### config.mk
export PLATFORM = sky130hd
export DESIGN_NAME = slow_clk_meter_flat
export DESIGN_NICKNAME = d
export VERILOG_FILES = /design/src/rtl/slow_clk_meter_pkg.sv /design/src/rtl/slow_clk_meter_if.sv /design/src/rtl/slow_clk_meter_sync_edge_det.sv /design/src/rtl/slow_clk_meter.sv /design/src/flat_wrapper.sv
export SDC_FILE = /design/constraint.sdc
export NUM_CORES = 1
export LEC_CHECK = 0
export CORE_UTILIZATION = 55
export DETAILED_ROUTE_END_ITERATION = 8
export PLACE_DENSITY = 0.87
export REMOVE_ABC_BUFFERS = 1
export SYNTH_ARGS = -nofsm -noshare
export SYNTH_HDL_FRONTEND = slang
export SYNTH_SLANG_ARGS = --single-unit
### constraint.sdc
create_clock -name clk -period 2.59 [get_ports clk]
set_input_delay 0.3885 -clock clk [delete_from_list [all_inputs] [get_ports clk]]
set_output_delay 0.3885 -clock clk [all_outputs]
set_load 0.03 [all_outputs]
### src/rtl/slow_clk_meter_pkg.sv
// Shared types and default constants for the slow clock period meter.
package slow_clk_meter_pkg;

  // Measurement FSM states.
  typedef enum logic [1:0] {
    IDLE    = 2'd0,
    ARM     = 2'd1,
    MEASURE = 2'd2
  } state_t;

  localparam int DEF_SYNC_STAGES = 2;
  localparam int DEF_CNT_W       = 27;
  localparam int DEF_TIMEOUT     = 100_000_000;

endpackage

### src/rtl/slow_clk_meter_if.sv
// Signal bundle between the meter and its user.
//
// Handshake: there is no backpressure. valid is a one-cycle pulse that marks
// the cycle in which period carries a freshly measured value; a consumer that
// wants the value must capture period in that cycle. period itself also holds
// its value until the next measurement. timeout and measuring are levels.
interface slow_clk_meter_if
  import slow_clk_meter_pkg::*;
#(
  parameter int CNT_W = DEF_CNT_W
);
  logic             en;
  logic             sig_in;
  logic [CNT_W-1:0] period;
  logic             valid;
  logic             timeout;
  logic             measuring;
  state_t           dbg_state;

  // User side: drives enable and the signal to measure.
  modport master (
    output en, sig_in,
    input  period, valid, timeout, measuring, dbg_state
  );

  // Meter side.
  modport slave (
    input  en, sig_in,
    output period, valid, timeout, measuring, dbg_state
  );
endinterface

### src/rtl/slow_clk_meter_sync_edge_det.sv
// Synchronizer chain for an asynchronous input followed by a rising-edge
// detector. rise is high for one cycle per synchronized low-to-high change.
module sync_edge_det #(
  parameter int SYNC_STAGES = 2
) (
  input  logic clk,
  input  logic rst,
  input  logic d,
  output logic rise
);

  logic [SYNC_STAGES-1:0] sync_q;
  logic                   synced_d;

  // Shift the raw input through the synchronizer, then delay it once more
  // so the edge detector compares two settled samples.
  always_ff @(posedge clk) begin
    if (rst) begin
      sync_q   <= '0;
      synced_d <= 1'b0;
    end else begin
      sync_q   <= {sync_q[SYNC_STAGES-2:0], d};
      synced_d <= sync_q[SYNC_STAGES-1];
    end
  end

  assign rise = sync_q[SYNC_STAGES-1] & ~synced_d;

endmodule

### src/rtl/slow_clk_meter.sv
// Measures the rising-edge-to-rising-edge period of a slow asynchronous
// signal in clk cycles. The first edge after arming only starts the count;
// each later edge publishes the count and restarts it. A gap longer than
// TIMEOUT cycles raises a sticky timeout and re-arms.
module slow_clk_meter
  import slow_clk_meter_pkg::*;
#(
  parameter int SYNC_STAGES = DEF_SYNC_STAGES,
  parameter int CNT_W       = DEF_CNT_W,
  parameter int TIMEOUT     = DEF_TIMEOUT
) (
  input  logic             clk,
  input  logic             rst,
  slow_clk_meter_if.slave  bus
);

  localparam logic [CNT_W-1:0] TIMEOUT_C = CNT_W'(TIMEOUT);
  localparam logic [CNT_W-1:0] ONE_C     = CNT_W'(1);

  state_t           state, state_n;
  logic [CNT_W-1:0] cnt, cnt_n;
  logic [CNT_W-1:0] period_q, period_n;
  logic             valid_q, valid_n;
  logic             timeout_q, timeout_n;
  logic             measuring_q;
  logic             rise;

  sync_edge_det #(
    .SYNC_STAGES (SYNC_STAGES)
  ) u_sync_edge_det (
    .clk  (clk),
    .rst  (rst),
    .d    (bus.sig_in),
    .rise (rise)
  );

  // State and datapath registers; reset clears everything, including any
  // partially accumulated count.
  always_ff @(posedge clk) begin
    if (rst) begin
      state       <= IDLE;
      cnt         <= '0;
      period_q    <= '0;
      valid_q     <= 1'b0;
      timeout_q   <= 1'b0;
      measuring_q <= 1'b0;
    end else begin
      state       <= state_n;
      cnt         <= cnt_n;
      period_q    <= period_n;
      valid_q     <= valid_n;
      timeout_q   <= timeout_n;
      measuring_q <= (state_n == MEASURE);
    end
  end

  // Next-state and datapath decisions. Dropping en wins over an edge; an
  // edge wins over an expiring count so that a gap of exactly TIMEOUT
  // cycles is still a valid measurement.
  always_comb begin
    state_n   = state;
    cnt_n     = cnt;
    period_n  = period_q;
    valid_n   = 1'b0;
    timeout_n = timeout_q;

    case (state)
      IDLE: begin
        cnt_n     = '0;
        timeout_n = 1'b0;
        if (bus.en) state_n = ARM;
      end

      ARM: begin
        if (!bus.en) begin
          state_n = IDLE;
          cnt_n   = '0;
        end else if (rise) begin
          cnt_n   = ONE_C;
          state_n = MEASURE;
        end
      end

      MEASURE: begin
        if (!bus.en) begin
          state_n = IDLE;
          cnt_n   = '0;
        end else if (rise) begin
          period_n  = cnt;
          valid_n   = 1'b1;
          cnt_n     = ONE_C;
          timeout_n = 1'b0;
        end else if (cnt >= TIMEOUT_C) begin
          timeout_n = 1'b1;
          cnt_n     = '0;
          state_n   = ARM;
        end else begin
          cnt_n = cnt + ONE_C;
        end
      end

      default: begin
        state_n = IDLE;
        cnt_n   = '0;
      end
    endcase
  end

  assign bus.period    = period_q;
  assign bus.valid     = valid_q;
  assign bus.timeout   = timeout_q;
  assign bus.measuring = measuring_q;
  assign bus.dbg_state = state;

endmodule

### src/flat_wrapper.sv
// flat-port wrapper written by rule: the top's interface ports become plain ports
module slow_clk_meter_flat import slow_clk_meter_pkg::*;
#(
  parameter int SYNC_STAGES = DEF_SYNC_STAGES,
  parameter int CNT_W       = DEF_CNT_W,
  parameter int TIMEOUT     = DEF_TIMEOUT
)
  (clk, rst, bus_en, bus_sig_in, bus_period, bus_valid, bus_timeout, bus_measuring, bus_dbg_state);
  slow_clk_meter_if #(.CNT_W(CNT_W)) bus_i ();
  input  logic clk;
  input  logic rst;
  input wire logic [$bits(bus_i.en)-1:0] bus_en;
  input wire logic [$bits(bus_i.sig_in)-1:0] bus_sig_in;
  output wire logic [$bits(bus_i.period)-1:0] bus_period;
  output wire logic [$bits(bus_i.valid)-1:0] bus_valid;
  output wire logic [$bits(bus_i.timeout)-1:0] bus_timeout;
  output wire logic [$bits(bus_i.measuring)-1:0] bus_measuring;
  output wire logic [$bits(bus_i.dbg_state)-1:0] bus_dbg_state;
  assign bus_i.en = bus_en;
  assign bus_i.sig_in = bus_sig_in;
  assign bus_period = bus_i.period;
  assign bus_valid = bus_i.valid;
  assign bus_timeout = bus_i.timeout;
  assign bus_measuring = bus_i.measuring;
  assign bus_dbg_state = bus_i.dbg_state;
  slow_clk_meter #(.SYNC_STAGES(SYNC_STAGES), .CNT_W(CNT_W), .TIMEOUT(TIMEOUT)) u_core (.clk(clk), .rst(rst), .bus(bus_i));
endmodule
# Yosys cells after proc, flatten, opt, wreduce, memory -nomap -nowiden
# Index checks and enable logic that the tools add are counted.
word_totals:
  output_inout_bits: 32
  regBits: 62
  elab_cells: 43
classes:
  n_addsub: 1
  reduce_logical: 5
  bitwise_logic: 4
  n_lt_le_gt_ge: 1
  n_eq_ne: 6
  n_mux: 18
ops:
  columns: ["operator", "n"]
  rows:
  - ["$mux W27", 5]
  - ["$pmux W27 S2", 1]
  - ["$add A27 B1 Y27 const B", 1]
  - ["$ge A27 B27 Y1 const B", 1]
  - ["$mux W2", 6]
  - ["$pmux W2 S3", 1]
  - ["$reduce_and A3 Y1", 2]
  - ["$eq A2 B2 Y1 const B", 2]
  - ["$mux W1", 4]
  - ["$ne A3 B1 Y1 const B", 1]
  - ["$ne A3 B2 Y1 const B", 1]
  - ["$not A1 Y1", 3]
  - ["$reduce_or A3 Y1", 1]
  - ["$eq A2 B1 Y1 const B", 1]
  - ["$logic_not A2 Y1", 1]
  - ["$ne A2 B2 Y1 const B", 1]
  - ["$pmux W1 S2", 1]
  - ["$reduce_bool A2 Y1", 1]
  - ["$and A1 B1 Y1", 1]

# Logic depth before layout (Yosys ltp)
# Gate-level depths: netlist of run 1.
logic_depth:
  ltp_word: 6
  mapped_depth: 9

# Cells and area by module
# From an unflattened synthesis of run 1, not the netlist that was laid out.
unflattened:
  hier_cells: 317
  hier_area_um2: 2872.8
by_module_without_submodules:
  columns: ["module", "area_per_inst_um2", "cells_each", "seq_area_each_um2", "n_inst"]
  rows:
  - ["slow_clk_meter", 2785.2, 310, 1181.1, 1]
  - ["sync_edge_det", 87.6, 7, 60.1, 1]

# Least setup slack after synthesis of run 1
# No wires, ideal clock.
synth_path:
  kind: "register to register"
  start: "register u_core.state[0] (netlist: u_core.bus.dbg_state[0])"
  end: "register u_core.cnt[21]"
  path_stages_with_launch: 10
  path_buffers: 2
  setup_ps: 93
  t_arrival_ps: 2122
  setup_slack_ps: 375
  cell_sequence: "dfxtp_1 -> inv_1 -> ha_1 -> nor2b_1 -> nor2b_1 -> and2_1 -> buf_2 -> buf_1 -> nand4_1 -> o311ai_2"
synth_between:
  elab_chain_len: 2
synth_lines:
  columns: ["item", "line", "rtl"]
  rows:
  - ["start, declared", "slow_clk_meter.sv:20", "state_t state, state_n;"]
  - ["start signal, assigned", "slow_clk_meter.sv:48", "state <= state_n;"]
  - ["$eq A2 B2 Y1 or $eq A2 B1 Y1 (tied branches)", "slow_clk_meter.sv:67", "case (state)"]
  - ["$pmux W27 S2 or $ne A3 B2 Y1 (tied branches)", null, null]
  - ["end signal, assigned", "slow_clk_meter.sv:49", "cnt <= cnt_n;"]
  - ["end, declared", "slow_clk_meter.sv:21", "logic [CNT_W-1:0] cnt, cnt_n;"]
# Parallel ways exist; a longest one is shown, timed or not.
# A chain may end at the register's enable or synchronous reset.

# Final worst setup path of run 1
layout_path:
  start: "register u_core.state[1] (netlist: u_core.bus.dbg_state[1])"
  end: "register u_core.cnt[24]"
# The elaborated chain is that of the path after synthesis.

==> flow_summary_export.csv, run 1 <==
group,metric,value,unit
grt,use_met3,6.50,%
clocking,cts_hold_buf,0,
route,drc,0,
grt,antenna_found_initial,0,
grt,grtUsageMet2,40.8,%
grt,grt.overflow.total,0,
run_status,status,"completed",
grt,grt_start_max_net_pins,26,
sta,fmax,0.426,GHz
finish,syn2layout_area_growth,22.6,%
clocking,clock_sinks,62,
floorplan,coreArea,4850,µm²
route,wirelength,6380,µm
finish,layout_common_cells,"nand2_1 (85), dfxtp_1 (62), clkdlybuf4s50_1 (35)",
route,vias_per_cell,5.73,
route,wire_per_inst,13.9,µm
clocking,clk_pin_slew,0.06,ns
synthesis,avgSynthCellArea,8.20,µm²
place,gp_congestion,0.930,
setup_path,crit_arrival,2.58,ns
finish,nNetsFinal,396,
floorplan,chipHeight,74.0,µm
power_and_ir_drop,irDropWorstVdd,0.405,mV
finish,n_fill_cell,398,
setup_path,path_class,"reg2reg",
sta,slew_viol_final,0,
grt,grt_pass1_wl,10600,µm
power_and_ir_drop,p_leak,1.13,nW
floorplan,std_cell_rows,25,
clocking,clk_latency,0.34,ns
route,vias,2623,
finish,final_core_util,72.2,%
floorplan,die-area,5480,µm²
grt,grt_use_met1,32.3,%
synthesis,synthCells,348,
synthesis,synth_cell_types,52,
setup_path,critical_path.endpoint_type,"flip-flop",
sta,finalSetupViolations,0,
floorplan,ios,36,
floorplan,die_x,74.0,µm
synthesis,synthFlopType,"dfxtp_1",
hold_path,min_from,"u_core.u_sync_edge_det.sync_q[0]",
finish,instances_no_fill,458,
finish,layout-drive-gt1-share,8.70,%
route,dr.pass1.iters,5,
hold_path,hp-class,"reg2reg",
clocking,cts_tree,"yes",
setup_path,rr_startpoint,"u_core.bus.dbg_state[1]",
setup_path,start_kind,"flip-flop",
synthesis,ys_seq_elements,62,
synthesis,synth_edf_count,0,
grt,track_usage,25.5,%
sta,period_share,90.6,%
place,dp_hpwl,4330,µm
sta,finalCriticalPeriod,2.35,ns
route,drt_iter0_markers,191,
clocking,cts_buffer_depth,2,
place,place.port_buffers,35,
setup_path,critPathLaunch,"u_core.bus.dbg_state[1]",
synthesis,yosysWarnings,0,
clocking,cts_htree_levels,3,
place,placed_cells,442,
sta,rsz0062_at_grt,"no",
synthesis,synthArstFlopShare,0,%
sta,fin_skew,0.00681,ns
sta,worst_pin_slew,0.508,ns
clocking,cts_resized,0,
route,detail-route-antenna-nets,0,
setup_path,crit_fanout,17,
grt,first_global_vias,2368,
run,drv_cap,0,
finish,antennaDiodeCount,0,
setup_path,worstPathRequired,2.82,ns
grt,grt.busiest_layer,"met2",
synthesis,seq_area_frac_synth,43.5,%
clocking,cts_buffers,9,
sta,slew-limit-headroom,65.8,%
clocking,cts_root_buf,"clkbuf_8",
synthesis,syn_area,2850,µm²
finish,layout_commonest_cell,"nand2_1",
sta,tns,0,ns
sta,hold_viol,0,
power_and_ir_drop,powerDensity,556,nW/µm²
floorplan,initial_core_util,58.8,%
clocking,cts_setup_buffers,0,
==> power by group <==
group	leakage (nW)	internal (mW)	total [mW]	switching, mW
Combinational	0.516	0.0236	0.0629	0.0393
Sequential	0.500	0.957	0.960	0.00273
Clock	0.110	0.566	0.924	0.359
==> per-layer routing <==
metal | routed length, µm | share of wire, %
met2 | 2980 | 47
met1 | 2960 | 46
met4 | 111 | 1.7
met3 | 325 | 5.1
met5 | 0 | 0
==> Yosys cell counts (2+ instances only) <==
library cell / n / share of area [%]
a21oi_1: 32 / 5.6
a31oi_1: 6 / 1.3
and2_1: 5 / 1.1
and3_1: 4 / 0.88
and4_1: 2 / 0.61
buf_2: 3 / 0.53
clkbuf_1: 13 / 1.7
dfxtp_1: 62 / 44
ha_1: 6 / 2.6
inv_1: 10 / 1.3
mux2i_1: 2 / 0.70
nand2_1: 85 / 11
nand3_1: 14 / 2.5
nand4_1: 19 / 4.2
nor2_1: 12 / 1.6
nor2b_1: 6 / 1.3
nor3_1: 3 / 0.53
nor4_1: 4 / 0.88
nor4_2: 2 / 0.88
o211ai_1: 3 / 0.79
o21ai_0: 3 / 0.53
o21ai_1: 6 / 1.1
o22ai_1: 2 / 0.44
o311ai_1: 7 / 2.1
o31a_1: 5 / 1.5
or3_1: 3 / 0.66
xnor2_1: 2 / 0.61
xor2_1: 3 / 0.92
==> metrics by stage <==
stage	power, mW	hold slack [ns]	instance area [µm²]	worst slack (ns)
after floorplan	1.01	0.414	2770	0.159
final	1.95	0.445	3500	0.243
after detailed placement	1.04	0.438	3280	0.178
after global placement	1.04	0.416	3280	0.301
after CTS	1.96	0.454	3500	0.252
after global routing	2.00	0.459	3500	0.0720
==> state kept, by name (all words and copies together) (netlist names) <==
register                         flops
u_core.cnt                          27
u_core.bus.dbg_state                 2
u_core.bus.period                   27
u_core.bus.measuring                 1
u_core.u_sync_edge_det.sync_q        2
u_core.u_sync_edge_det.synced_d      1
u_core.bus.valid                     1
u_core.bus.timeout                   1
==> critical path, stage by stage, from the launching register on <==
cell and delay (ns):
dfxtp_1 0.42, inv_1 0.09, ha_1 0.29, nor2b_1 0.25, nor2b_1 0.19, and2_1 0.43
nand2_4 0.23, o311ai_1 0.34
==> path summary, 6_finish.rpt <==
path,to,slack (ns),cells past startpoint
hold / removal,u_core.u_sync_edge_det.sync_q[1],0.44,1
setup reg to reg,u_core.cnt[24],0.24,7
hold reg to reg,u_core.u_sync_edge_det.sync_q[1],0.44,1
setup / recovery,u_core.cnt[24],0.24,7
==> cells by family (layout without fill, tap and decap cells) <==
kind of cell,Yosys count,count (layout),synth area share (%)
muxes,2,2,0.702
and+or+nand+nor,163,163,27.5
DFF,62,62,43.5
xor gates and xnor gates,5,5,1.54
adders and majority gates,6,6,2.63
buffers and inverters,28,71,4.08
AOI/OAI and AO/OA,82,82,20.0
==> final cells by class <==
cell class	count	area (µm²)	area share, %
tap	67	83.8	2.40
clock inverter	4	70.1	2.00
multi-input combinational	258	1500	42.7
sequential	62	1240	35.5
timing repair buffer	45	425	12.2
inverter	10	37.5	1.07
clock buffer	12	145	4.15
(Power assumes the default switching activity.)
==> inputs of run 2 (changes only) <==
RECOVER_POWER = 25   (was unset)
==> run 2 against run 1 <==
Against the previous run: clock skew hardly changed; routed wire length is 0.25% higher; sequential share of layout area is 0.11 points higher; register-to-register slack hardly changed; fmax is 0.29% higher; sequential power hardly changed; critical path type unchanged; largest cell class unchanged.
==> flow_summary_export.csv, run 2 (synthesized netlist as in run 1, its figures left out) <==
group,metric,value,unit
run_status,status,"completed",
sta,hold_viol,0,
sta,setup_ws,0.249,ns
clocking,cts_buffer_depth,2,
clocking,cts_resized,0,
clocking,cts_hold_buf,0,
clocking,cts_htree_levels,3,
setup_path,crit_fanout,17,
place,place.port_buffers,35,
sta,worst_pin_slew,0.859,ns
finish,n_fill_cell,400,
sta,finalSetupViolations,0,
sta,period_share,90.4,%
route,vias_per_cell,5.74,
finish,layout_common_cells,"nand2_1 (85), dfxtp_1 (62), clkdlybuf4s50_1 (34)",
finish,antennaDiodeCount,0,
setup_path,start_kind,"flip-flop",
floorplan,chipHeight,74.0,µm
clocking,cts_setup_buffers,0,
floorplan,initial_core_util,58.8,%
floorplan,die-area,5480,µm²
place,placed_cells,442,
setup_path,path_class,"reg2reg",
route,wirelength,6390,µm
floorplan,std_cell_rows,25,
place,pre_cts_ws,0.178,ns
grt,antenna_found_initial,0,
sta,slew_viol_final,0,
sta,tns,0,ns
grt,grt_pass1_wl,10600,µm
place,gp_congestion,0.930,
route,drt_iter0_markers,172,
sta,finalCriticalPeriod,2.34,ns
clocking,cts_buffers,9,
power_and_ir_drop,p_leak,1.12,nW
clocking,clk_latency,0.34,ns
route,drc,0,
finish,final_core_util,71.9,%
clocking,clk_pin_slew,0.06,ns
route,vias,2627,
clocking,cts_tree,"yes",
setup_path,r2r_setup_slack,0.25,ns
finish,nNetsFinal,396,
finish,layout_commonest_cell,"nand2_1",
sta,rsz0062_at_grt,"no",
clocking,clock_sinks,62,
route,dr.pass1.iters,4,
finish,syn2layout_area_growth,22.2,%
floorplan,coreArea,4850,µm²
run,drv_cap,0,
setup_path,worstPathRequired,2.82,ns
power_and_ir_drop,irDropWorstVdd,0.404,mV
power_and_ir_drop,powerDensity,558,nW/µm²
floorplan,die_x,74.0,µm
grt,grt_start_max_net_pins,26,
floorplan,ios,36,
route,detail-route-antenna-nets,0,
place,dp_hpwl,4330,µm
setup_path,critical_path.endpoint_type,"flip-flop",
finish,instances_no_fill,458,
finish,layout-drive-gt1-share,7.93,%
setup_path,crit_arrival,2.57,ns
grt,first_global_vias,2368,
sta,fmax,0.427,GHz
grt,track_usage,25.5,%
clocking,cts_root_buf,"clkbuf_8",
grt,grt.overflow.total,0,
sta,slew-limit-headroom,42.7,%
route,wire_per_inst,14.0,µm
hold_path,hp-class,"reg2reg",
sta,fin_skew,0.00657,ns
run 2: cell types whose count changed in the layout (fill, tap and decap cells not counted):
cell             change
clkdlybuf4s50_1      -1
dlygate4sd3_1        +1
buf_4                -3
clkbuf_1             +3
run 2: path summary, 6_finish.rpt:
path,startpoint,to,cells after the start
max,u_core.bus.dbg_state[1],u_core.cnt[24],7
min,u_core.u_sync_edge_det.sync_q[0],u_core.u_sync_edge_det.sync_q[1],1
max reg2reg,u_core.bus.dbg_state[1],u_core.cnt[24],7
min reg2reg,u_core.u_sync_edge_det.sync_q[0],u_core.u_sync_edge_det.sync_q[1],1
run 2: layout make-up:
type | count | area [µm²] | share of cell area (%)
Clock buffer | 12 | 145 | 4.16
Clock inverter | 4 | 70.1 | 2.01
Inverter | 10 | 37.5 | 1.08
Multi-Input combinational cell | 258 | 1500 | 42.9
Sequential cell | 62 | 1240 | 35.6
Tap cell | 67 | 83.8 | 2.40
Timing Repair Buffer | 45 | 414 | 11.9
run 2: routing by layer:
layer	GRT usage, %	up-vias	routed length (µm)
li1	-	1322	-
met4	11.5	0	106
met2	40.8	82	3000
met5	0	-	0
met1	32.3	1212	2960
met3	6.50	11	334
run 2: through the flow:
step	area, µm²	total power [mW]	hold WS (ns)
2_1_floorplan	2770	1.01	0.414
3_5_place_dp	3280	1.04	0.438
4_1_cts	3500	1.96	0.454
6_report	3490	1.94	0.445
3_3_place_gp	3280	1.04	0.416
5_1_grt	3490	2.00	0.459
run 2: where the power goes:
part | total (mW) | internal (mW) | switching, mW
clock | 0.923 | 0.566 | 0.357
sequential | 0.960 | 0.957 | 0.00273
combinational | 0.0618 | 0.0226 | 0.0392
total | 1.94 | 1.55 | 0.399
run 2: critical path, cell delays in order (launching register included):
cell	delay, ns
dfxtp_1	0.42
inv_1	0.09
ha_1	0.28
nor2b_1	0.25
nor2b_1	0.19
and2_1	0.42
nand2_4	0.23
o311ai_1	0.34
==> inputs of run 3 (changes only) <==
CORE_UTILIZATION = 56   (was 55)
CTS_BUF_LIST = sky130_fd_sc_hd__clkbuf_4 sky130_fd_sc_hd__clkbuf_8   (was unset)
PLACE_DENSITY = 0.88   (was 0.87)
==> run 3 against run 2 <==
Against the previous run: combinational power is essentially flat; clock-buffer cell count is the same; global-route usage grew 2.0 points; cell area shrank 0.43%; largest power group unchanged; sequential power is essentially flat; utilization grew 0.16 points.
==> flow_summary_export.csv, run 3 (synthesized netlist as in run 1, its figures left out) <==
group,metric,value,unit
floorplan,die_x,73.4,µm
floorplan,std_cell_rows,25,
setup_path,crit_arrival,2.50,ns
clocking,clk_pin_slew,0.07,ns
setup_path,start_kind,"flip-flop",
clocking,cts_resized,0,
route,dr.pass1.iters,5,
power_and_ir_drop,clockPowerShare,46.2,%
route,wire_per_inst,14.9,µm
route,drt_iter0_markers,337,
grt,antenna_found_initial,0,
grt,grtUsageMet2,45.2,%
run_status,status,"completed",
sta,worst_pin_slew,1.25,ns
finish,layout_common_cells,"nand2_1 (85), dfxtp_1 (62), a21oi_1 (32)",
place,dpl-instance-area,3270,µm²
floorplan,initial_core_util,59.2,%
route,vias_per_cell,6.00,
run,drv_cap,0,
route,vias,2728,
sta,finalSetupViolations,0,
clocking,cts_root_buf,"clkbuf_8",
grt,grt_pass1_wl,11200,µm
place,place.port_buffers,35,
sta,finalCriticalPeriod,2.26,ns
setup_path,crit_fanout,25,
floorplan,chipHeight,73.4,µm
sta,fmax,0.443,GHz
clocking,cts_buffer_depth,2,
place,gp_congestion,0.929,
setup_path,worstPathRequired,2.84,ns
grt,first_global_vias,2463,
clocking,cts_setup_buffers,0,
power_and_ir_drop,swShare,21.4,%
grt,grt.busiest_layer,"met2",
route,drc,0,
clocking,cts_tree,"yes",
hold_path,hp-class,"reg2reg",
place,dp_hpwl,4590,µm
grt,grt_use_met1,32.5,%
clocking,cts_buffers,9,
sta,hold_viol,0,
power_and_ir_drop,power,1.90,mW
finish,syn2layout_area_growth,21.7,%
power_and_ir_drop,powerDensity,548,nW/µm²
power_and_ir_drop,p_switching,0.407,mW
grt,track_usage,27.5,%
finish,layout_commonest_cell,"nand2_1",
grt,use_met3,9.33,%
sta,rsz0062_at_grt,"no",
setup_path,path_class,"reg2reg",
grt,grt_start_max_net_pins,31,
power_and_ir_drop,irDropWorstVdd,0.350,mV
clocking,clock_sinks,62,
sta,fin_skew,0.00753,ns
route,wirelength,6780,µm
finish,design_area,3470,µm²
floorplan,ios,36,
grt,grt.overflow.total,0,
power_and_ir_drop,intPower,1.49,mW
clocking,clk_latency,0.35,ns
sta,slew-limit-headroom,17.0,%
sta,slew_viol_final,0,
sta,period_share,87.2,%
finish,nNetsFinal,394,
floorplan,coreArea,4820,µm²
power_and_ir_drop,p_leak,1.15,nW
power_and_ir_drop,p_seq_share,50.5,%
route,detail-route-antenna-nets,0,
floorplan,die-area,5380,µm²
finish,layout-drive-gt1-share,8.25,%
clocking,cts_hold_buf,0,
setup_path,critical_path.endpoint_type,"flip-flop",
sta,tns,0,ns
finish,antennaDiodeCount,0,
clocking,cts_htree_levels,3,
power_and_ir_drop,p_comb_share,3.3,%
run 3: routing by layer:
metal / up-vias / wire length (µm)
met4: 0 / 163
li1: 1323 / -
met5: - / 0
met1: 1248 / 2830
met2: 138 / 3290
met3: 19 / 505
run 3: cell type report:
type / count / area [µm²]
Clock buffer: 12 / 165
Clock inverter: 3 / 42.5
Fill cell: 406 / 1350
Inverter: 10 / 37.5
Multi-Input combinational cell: 258 / 1500
Sequential cell: 62 / 1240
Tap cell: 67 / 83.8
Timing Repair Buffer: 43 / 407
run 3: worst paths after layout:
path | startpoint | endpoint | slack (ns) | cells after the start
min reg2reg | u_core.u_sync_edge_det.sync_q[0] | u_core.u_sync_edge_det.sync_q[1] | 0.44 | 1
max | u_core.cnt[8] | u_core.cnt[11] | 0.33 | 5
min | u_core.u_sync_edge_det.sync_q[0] | u_core.u_sync_edge_det.sync_q[1] | 0.44 | 1
max reg2reg | u_core.cnt[8] | u_core.cnt[11] | 0.33 | 5
run 3: per-stage QoR:
step	utilization (%)	cells	worst slack [ns]	hold WS (ns)
6_report	72.1	455	0.332	0.444
5_1_grt	72.1	455	0.201	0.455
4_1_cts	72.2	455	0.363	0.447
3_5_place_dp	67.8	440	0.375	0.432
3_3_place_gp	67.8	440	0.468	0.418
2_1_floorplan	-	330	0.159	0.414
run 3: worst max-delay path: stages, from the launching register on:
cell and delay [ns]:
dfxtp_1 0.38, or4_4 0.57, o311ai_4 0.29, o21a_4 0.37, nand2_4 0.21, o311ai_1 0.33
run 3: power by group through the flow:
stage	clock network [mW]	registers, mW	logic, mW
2_1_floorplan	0	0.984	0.0297
3_3_place_gp	0	0.981	0.0593
3_5_place_dp	0	0.981	0.0613
4_1_cts	0.892	0.960	0.0618
5_1_grt	0.945	0.960	0.0687
6_report	0.879	0.960	0.0621
